## src/rtl/firebird7_in_gate1_tessent_scanmux_secure_nway.sv

```systemverilog
// N-way secure spare scan mux for the gate1 IJTAG network.
// Select lives in a shift/update register; upper channels need unlock.
module firebird7_in_gate1_tessent_scanmux_secure_nway #(
  parameter int NUM_IN      = 4,
  parameter int SEL_W       = $clog2(NUM_IN),
  parameter int SECURE_BASE = 2
) (
  input  logic              ijtag_tck,
  input  logic              ijtag_reset,
  input  logic              ijtag_sel,
  input  logic              ijtag_se,
  input  logic              ijtag_ce,
  input  logic              ijtag_ue,
  input  logic              ijtag_si,
  output logic              ijtag_so,
  input  logic [NUM_IN-1:0] mux_in,
  output logic              mux_out,
  input  logic              enable_in,
  output logic [NUM_IN-1:0] enable_out,
  input  logic              secure_unlock,
  output logic              lock_violation
);

  logic [SEL_W-1:0] sr;
  logic [SEL_W-1:0] upd;
  logic             viol;
  logic [SEL_W:0]   sr_ext;
  logic [SEL_W-1:0] sr_shift;
  logic             do_shift;
  logic             do_cap;
  logic             do_upd;
  logic             req_ok;
  logic             relock;

  // Decode the single active op and qualify the requested select.
  always_comb begin
    sr_ext   = {ijtag_si, sr};
    sr_shift = sr_ext[SEL_W:1];
    do_shift = ijtag_sel & ijtag_se;
    do_cap   = ijtag_sel & ~ijtag_se & ijtag_ce;
    do_upd   = ijtag_sel & ~ijtag_se & ~ijtag_ce & ijtag_ue;
    req_ok   = (32'(sr) < NUM_IN) &&
               ((32'(sr) < SECURE_BASE) || secure_unlock);
    relock   = ~secure_unlock && (32'(upd) >= SECURE_BASE);
  end

  // Select shift register: shift LSB-out first, or capture active select.
  always_ff @(posedge ijtag_tck) begin
    if (ijtag_reset) begin
      sr <= '0;
    end else if (do_shift) begin
      sr <= sr_shift;
    end else if (do_cap) begin
      sr <= upd;
    end
  end

  // Active select: relock to channel 0 beats any accepted update.
  always_ff @(posedge ijtag_tck) begin
    if (ijtag_reset) begin
      upd <= '0;
    end else if (relock) begin
      upd <= '0;
    end else if (do_upd && req_ok) begin
      upd <= sr;
    end
  end

  // Sticky flag for rejected update requests.
  always_ff @(posedge ijtag_tck) begin
    if (ijtag_reset) begin
      viol <= 1'b0;
    end else if (do_upd && !req_ok) begin
      viol <= 1'b1;
    end
  end

  // One-hot gated enables decoded from the active select.
  always_comb begin
    for (int i = 0; i < NUM_IN; i++) begin
      enable_out[i] = enable_in & (32'(upd) == i);
    end
  end

  assign mux_out        = mux_in[upd];
  assign ijtag_so       = sr[0];
  assign lock_violation = viol;

endmodule

```

## config.mk

```make
export PLATFORM = sky130hd
export DESIGN_NAME = firebird7_in_gate1_tessent_scanmux_secure_nway
export DESIGN_NICKNAME = d
export VERILOG_FILES = /design/src/rtl/firebird7_in_gate1_tessent_scanmux_secure_nway.sv
export SDC_FILE = /design/constraint.sdc
export NUM_CORES = 1
export LEC_CHECK = 0
export BUFFER_PORTS_ARGS = -buffer_cell sky130_fd_sc_hd__buf_2
export CAP_MARGIN = 20
export CORE_AREA = 8 8 45 47
export CTS_BUF_LIST = sky130_fd_sc_hd__clkbuf_16
export DETAILED_ROUTE_END_ITERATION = 7
export DIE_AREA = 0 0 53 55
export PLACE_DENSITY_LB_ADDON = 0.15
export REMOVE_ABC_BUFFERS = 1
export SYNTH_ARGS = -nofsm -noshare
export SYNTH_HDL_FRONTEND = slang
export SYNTH_SLANG_ARGS = --single-unit
```

## constraint.sdc

```tcl
create_clock -name ijtag_tck -period 1.2 [get_ports ijtag_tck]
set_clock_uncertainty 0.15 [all_clocks]
set_input_delay 0.12 -clock ijtag_tck [delete_from_list [all_inputs] [get_ports ijtag_tck]]
set_output_delay 0.12 -clock ijtag_tck [all_outputs]
set_load 0.01 [all_outputs]
```

== Yosys cells after proc, flatten, opt, wreduce, memory -nomap -nowiden ==
Index checks and enable logic that the tools add are counted.

* Input port bits: 13
* Bits in registers: 5
* Output and inout port bits: 7
* Logic and storage cells: 33

* Bitwise logic cells: 12
* Reductions and logical operators: 8
* $lt $le $gt $ge: 3
* Eq/ne operators: 3
* Mux-type cells: 4

{| class="wikitable"
|+ Operator list
! operator !! number
|-
| AND 1 bit || 9
|-
| == test 2 bit (second input constant) || 2
|-
| two-way mux 2 bit || 2
|-
| logical AND 1 bit || 3
|-
| less-than comparator 2 x 3 -> 1 bit (second input constant) || 1
|-
| NOT 1 bit || 3
|-
| binary-select mux 1 bit (select 2 bit) || 1
|-
| == test 2 x 1 -> 1 bit (second input constant) || 1
|-
| greater-or-equal comparator 2 bit (second input constant) || 1
|-
| logical NOT 2 bit || 1
|-
| less-than comparator 2 bit (second input constant) || 1
|-
| nonzero test 2 bit || 1
|-
| OR reduction 2 bit || 1
|-
| logical NOT 1 bit || 1
|-
| logical OR 1 bit || 1
|-
| two-way mux 1 bit || 1
|}

== Longest topological paths before layout ==
Gate-level depths: netlist (run 1).

* Word-level depth: 5
* Gate-level depth with buffers: 3
* Depth with buffers taken out: 3

== Least setup slack after synthesis (run 1) ==
No wires, ideal clock.

* Kind: flip-flop to output port
* Start: register upd[0]
* End: output mux_out
* Path buffers: 0
* Cell stages (with the launch flop): 2
* Setup slack: -74 ps
* Arrival: 1,004 ps
* Cells stage by stage: dfxtp_1 > mux4_1

* Word-level cells in the longest chain between the ends: 2

{| class="wikitable"
|+ RTL lines
! what !! line !! source
|-
| from (decl) || 25 || <nowiki>logic [SEL_W-1:0] upd;</nowiki>
|-
| from (signal assigned) || 65 || <nowiki>upd <= sr;</nowiki>
|-
| binary-select mux 1 bit (select 2 bit) || 85 || <nowiki>assign mux_out = mux_in[upd];</nowiki>
|-
| two-way mux 1 bit (implied by the code) || 85 ||
|-
| to (decl) || 17 || <nowiki>output logic mux_out,</nowiki>
|}

Every way passes these cells. The select of a mux whose other input is x is not followed.

== Worst setup path after layout (run 1) ==
Ends and elaborated chain as after synthesis.

==> impl_metrics.py, run 1 <==
metrics = {
    "die": {
        "die_h_um": 55,
        "num_rows": 14,
        "die_area_um2": 2920,
        "dieWidth_um": 53,
        "start_util_pct": 22.1,
        "ios": 20,
        "core_area_um2": 1380,
    },
    "detailed_routing": {
        "num_vias": 342,
        "via_per_inst": 4.50,
        "dr.pass1.iters": 4,
        "ant_nets": 0,
        "wl_per_cell_um": 12.9,
        "drtIter0Drc": 3,
        "drc": 0,
        "drt-total-wl_um": 981,
    },
    "synthesis": {
        "synth_area_um2": 305,
        "ys_seq_elements": 5,
        "synthAdderAreaFrac_pct": 0,
        "synth_top_area_cell": "dfxtp_1",
        "synth_area_leaders": "dfxtp_1 33%, mux4_1 8.6%, inv_1 7.4%",
        "synth_cell_types": 16,
        "avgSynthCellArea_um2": 9.25,
        "synthSimpleGateAreaFrac_pct": 20.9,
        "yosys.area_share.xor_xnor_pct": 0,
        "ys_seq_area_share_pct": 32.8,
        "synth_top_family_by_area": "compound AO/OA/AOI/OAI gates",
        "synth-compound-area-share_pct": 23.8,
        "yosysWarningCount": 0,
        "synth.area.mux_share_pct": 15.2,
        "synth_top_cell_area_share_pct": 32.8,
        "postSynthCellCount": 33,
    },
    "timing": {
        "maxSlewViolCount": 0,
        "finalSetupViolCount": 5,
        "grt_setup_unrepaired": "true",
        "hold_violations": 0,
        "worst_slack_ps": -269,
        "timing.final.crit_period_ps": 1470,
        "fmax_mhz": 681,
        "slew_headroom_pct": 81.0,
        "tightest_slew_ps": 282,
        "fin_tns_setup_ps": -469,
        "fin_crit_sh_pct": 122,
    },
    "final_layout": {
        "drive_above_1_share_pct": 55.0,
        "regArea_um2": 105,
        "syn2layout_area_growth_pct": 83.2,
        "num_antenna_cells": 0,
        "finish.instance_area_um2": 559,
        "nFillCells": 166,
        "multi_input_area_um2": 186,
        "num-nets-final": 74,
        "final_core_util_pct": 40.4,
    },
    "critical_path": {
        "critPathCaptureType": "output port",
        "reg2reg_slack_ps": 0,
        "r2r-end": "sr[0]",
        "rr_startpoint": "upd[0]",
        "cpMaxStageDelayCell": "mux4_2",
        "crit_path_max_fanout": 2,
        "reg2regPathDepth": 4,
        "worstPathRequired_ps": 930,
        "slowest_delay_ps": 510,
        "crit_chain": "mux4_2, buf_6",
        "setup.worst_path.start_class": "register",
        "worst_ep_arrival_time_ps": 1200,
        "critical_path_class": "reg -> out",
    },
    "clocking": {
        "htree_levels": 1,
        "path_clk_slew_ps": 30,
        "cts_buffers": 3,
        "post-cts-setup-buffers": 0,
        "clk_latency_ps": 230,
        "clock-sinks": 5,
        "clk_path_buf_depth": 2,
        "cts_tree": "built",
        "cts-root-buf": "clkbuf_16",
    },
    "power": {
        "vdd_drop_max_mv": 0.780,
        "p_per_area_nw_per_um2": 1430,
        "p_total_mw": 0.798,
        "p_leak_nw": 0.282,
    },
    "placement": {
        "gp_congestion": 0.694,
        "hpwl_um": 794,
        "placed_area_um2": 435,
        "port_buffers": 19,
    },
    "global_route": {
        "grt_pass1_wl_mm": 1.44,
        "met2_usage_pct": 11.3,
        "use_met3_pct": 5.08,
        "grt_antenna_before_repair": 0,
        "overflow": 0,
        "grt_use_total_pct": 7.39,
        "grt-busiest-layer": "met2",
        "grt_max_degree": 7,
        "met1_usage_pct": 6.12,
        "grt_pass1_vias": 318,
    },
    "status": {
        "violations": "negative setup slack",
        "status": "finished, violations left",
    },
    "min_path": {
        "hp-start": "secure_unlock",
        "hp-class": "in -> reg",
        "hold_depth": 2,
        "holdPathEnd": "upd[1]",
    },
    "job": {
        "maxCapViolCount": 0,
    },
}
[kinds of logic after synthesis]
group                  after synthesis
AND/OR/NAND/NOR                     10
buffers and inverters                6
multiplexers                         3
flip-flops                           5
AO/OA/AOI/OAI                        9
[layout make-up]
class,count,area share (%)
Clock buffer,3,13.4
Clock inverter,1,0.671
Inverter,6,4.03
Multi-Input combinational cell,22,33.3
Sequential cell,5,18.8
Tap cell,16,3.58
Timing Repair Buffer,23,26.2
[synthesized netlist by cell type (all sizes together)]
cell type,n
a22o,2
o211ai,2
o21ai,2
inv,6
mux4,1
a221oi,2
nor2,4
nand2,1
and3,3
a31oi,1
nor3b,1
and4bb,1
dfxtp,5
mux2i,2
[worst max path at each step]
| stage | start | endpoint | slack (ps) | cells after the start |
|---|---|---|---|---|
| finish | upd[0] | mux_out | -270 | 2 |
| global route | upd[0] | mux_out | -310 | 2 |
| CTS | upd[0] | mux_out | -280 | 2 |
| detailed placement | upd[0] | mux_out | -120 | 2 |
| global placement | upd[0] | mux_out | -70 | 2 |
| floorplan | upd[0] | mux_out | -70 | 1 |
[metrics by stage]
step	cells	setup WS (ps)	hold WS [ps]
after CTS	76	-284	41.8
final	76	-269	41.6
after global placement	70	-66.8	195
after detailed placement	70	-121	194
after floorplan	33	-74.0	36.2
after global routing	76	-307	55.6
[where the power goes]
part	internal (mW)	switching, mW
Clock	0.431	0.109
Sequential	0.171	0.00386
Combinational	0.0450	0.0376
Total	0.648	0.150
[layer usage]
metal / part of all wire [%] / vias to the layer above
met3: 15 / 4
met5: 0 / -
met2: 47 / 14
li1: - / 175
met4: 1.9 / 0
met1: 36 / 149
[sequential cells by signal, indices dropped and copies added, names as in the netlist]
name / count
lock_violation: 1
upd: 2
sr: 2
[cell usage in the layout (no fill, tap or decap), types with 2 or more instances in the layout]
cell           count
buf_2             17
dlygate4sd3_1      2
mux2i_1            2
nor2_1             4
o21ai_0            2
and3_2             2
a22o_1             2
inv_1              7
buf_6              3
clkbuf_16          3
o211ai_1           2
dfxtp_1            3
[timing repair]
item,CTS,global route
hold buffers,2,0
gates resized for setup,8,1
setup endpoints to repair,6,6
endpoints found under the hold margin,3,0
pin swaps,0,0
[critical path: cells and delay by family, from the launching register on]
family   cells  cell delay [ps]
mux          1              510
buf+inv      1              140
flops        1              330
Note: power is estimated with default switching activity, not from simulation.
==> inputs of run 2 (changes only) <==
- SKIP_CTS_REPAIR_TIMING: default -> 1
==> impl_metrics.py, run 2 (synthesis gave the netlist of run 1 again) <==
metrics = {
    "clocking": {
        "cts_buffers": 3,
        "htree_levels": 1,
        "clk_latency_ps": 230,
        "clk_path_buf_depth": 2,
        "cts_tree": "built",
        "path_clk_slew_ps": 30,
        "clock-sinks": 5,
        "cts-root-buf": "clkbuf_16",
    },
    "detailed_routing": {
        "dr.pass1.iters": 4,
        "ant_nets": 0,
        "wl_per_cell_um": 13.0,
        "drtIter0Drc": 3,
        "num_vias": 356,
        "drt-total-wl_mm": 1.00,
        "drc": 0,
        "via_per_inst": 4.62,
    },
    "global_route": {
        "grt_use_total_pct": 7.28,
        "grt_pass1_vias": 310,
        "grt_max_degree": 7,
        "grt_pass1_wl_mm": 1.41,
        "overflow": 0,
        "grt_antenna_before_repair": 0,
    },
    "job": {
        "maxCapViolCount": 0,
    },
    "power": {
        "p_per_area_nw_per_um2": 1420,
        "power_switching_mw": 0.152,
        "switching_share_pct": 18.9,
        "vdd_drop_max_mv": 0.785,
        "p_leak_nw": 0.286,
        "clockPowerShare_pct": 67.5,
        "combPwrFrac_pct": 10.6,
        "p_total_mw": 0.801,
        "seq_power_share_pct": 21.8,
        "p_int_mw": 0.650,
    },
    "placement": {
        "gp_congestion": 0.694,
        "port_buffers": 19,
        "hpwl_um": 794,
    },
    "die": {
        "num_rows": 14,
        "start_util_pct": 22.1,
        "die_h_um": 55,
        "core_area_um2": 1380,
        "dieWidth_um": 53,
        "die_area_um2": 2920,
        "ios": 20,
    },
    "final_layout": {
        "drive_above_1_share_pct": 54.1,
        "final_core_util_pct": 40.7,
        "num-nets-final": 75,
        "num_antenna_cells": 0,
        "syn2layout_area_growth_pct": 84.4,
        "layout_common_cells": "18 x buf_2, 7 x inv_1, 4 x nor2_1",
        "final_common_cell": "buf_2",
    },
    "critical_path": {
        "critical_path_class": "reg -> out",
        "critPathBufInv": 1,
        "reg2reg_slack_ps": 0,
        "crit_end": "mux_out",
        "cpMaxStageDelayCell": "mux4_2",
        "reg2regPathDepth": 4,
        "setup.worst_path.start_class": "register",
        "r2r-end": "sr[0]",
        "crit_chain": "mux4_2, buf_6",
        "rr_startpoint": "upd[0]",
        "critPathCaptureType": "output port",
        "worst_ep_arrival_time_ps": 1200,
        "worstPathRequired_ps": 930,
        "crit_path_max_fanout": 2,
        "slowest_delay_ps": 510,
        "cp_top_family": "multiplexers",
        "crit_start": "upd[0]",
        "cp.depth": 2,
    },
    "timing": {
        "fin_hold_ws_ps": 41.1,
        "slew_headroom_pct": 79.8,
        "hold_violations": 0,
        "tightest_slew_ps": 300,
        "maxSlewViolCount": 0,
        "fmax_mhz": 681,
        "worst_slack_ps": -269,
        "fin_tns_setup_ps": -493,
        "timing.final.crit_period_ps": 1470,
        "grt_setup_unrepaired": "true",
        "fin_crit_sh_pct": 122,
        "finalSetupViolCount": 5,
    },
    "status": {
        "status": "finished, violations left",
        "violations": "negative setup slack",
    },
    "min_path": {
        "hp-class": "in -> reg",
    },
}
## run 2: changes by cell type in the layout (fill, tap and decap cells not counted), sizes merged
cell	previous run	this run
dlygate4sd3	2	3
## run 2: through the flow
stage / setup slack, ps / area [µm²] / instances
after floorplan: -74.0 / 305 / 33
after global placement: -66.8 / 435 / 70
after detailed placement: -121 / 435 / 70
after CTS: -361 / 514 / 74
after global routing: -307 / 563 / 77
final: -269 / 563 / 77
## run 2: layout make-up
type                    count  area, µm²
clock buffers               3       75.1
clock inverters             1       3.75
fillers                   167        821
inverters                   6       22.5
multi-input cells          22        186
flip-flops and latches      5        105
well taps                  16       20.0
repair buffers             24        150
## run 2: per-layer routing
layer  track usage (%)  vias up  routed length [µm]
met2              11.1       14                 486
met5                 0        -                   0
li1                  -      178                   -
met1              5.80      160                 346
met3              5.35        4                 147
met4              7.76        0                  19
## run 2: worst min-delay path by stage
stage,startpoint,to,slack [ps],cells after the start
detailed placement,ijtag_reset,sr[0],190,2
CTS,ijtag_reset,sr[0],-50,2
floorplan,ijtag_reset,sr[0],40,1
global placement,ijtag_reset,sr[0],190,2
finish,secure_unlock,upd[1],40,2
global route,secure_unlock,upd[1],60,2
## run 2: power groups by stage
stage	combinational (mW)	clock [mW]	sequential [mW]
final	0.0852	0.541	0.175
after CTS	0.0744	0.549	0.177
after floorplan	0.0325	0	0.180
after global routing	0.0939	0.560	0.176
after global placement	0.0734	0	0.179
after detailed placement	0.0739	0	0.180
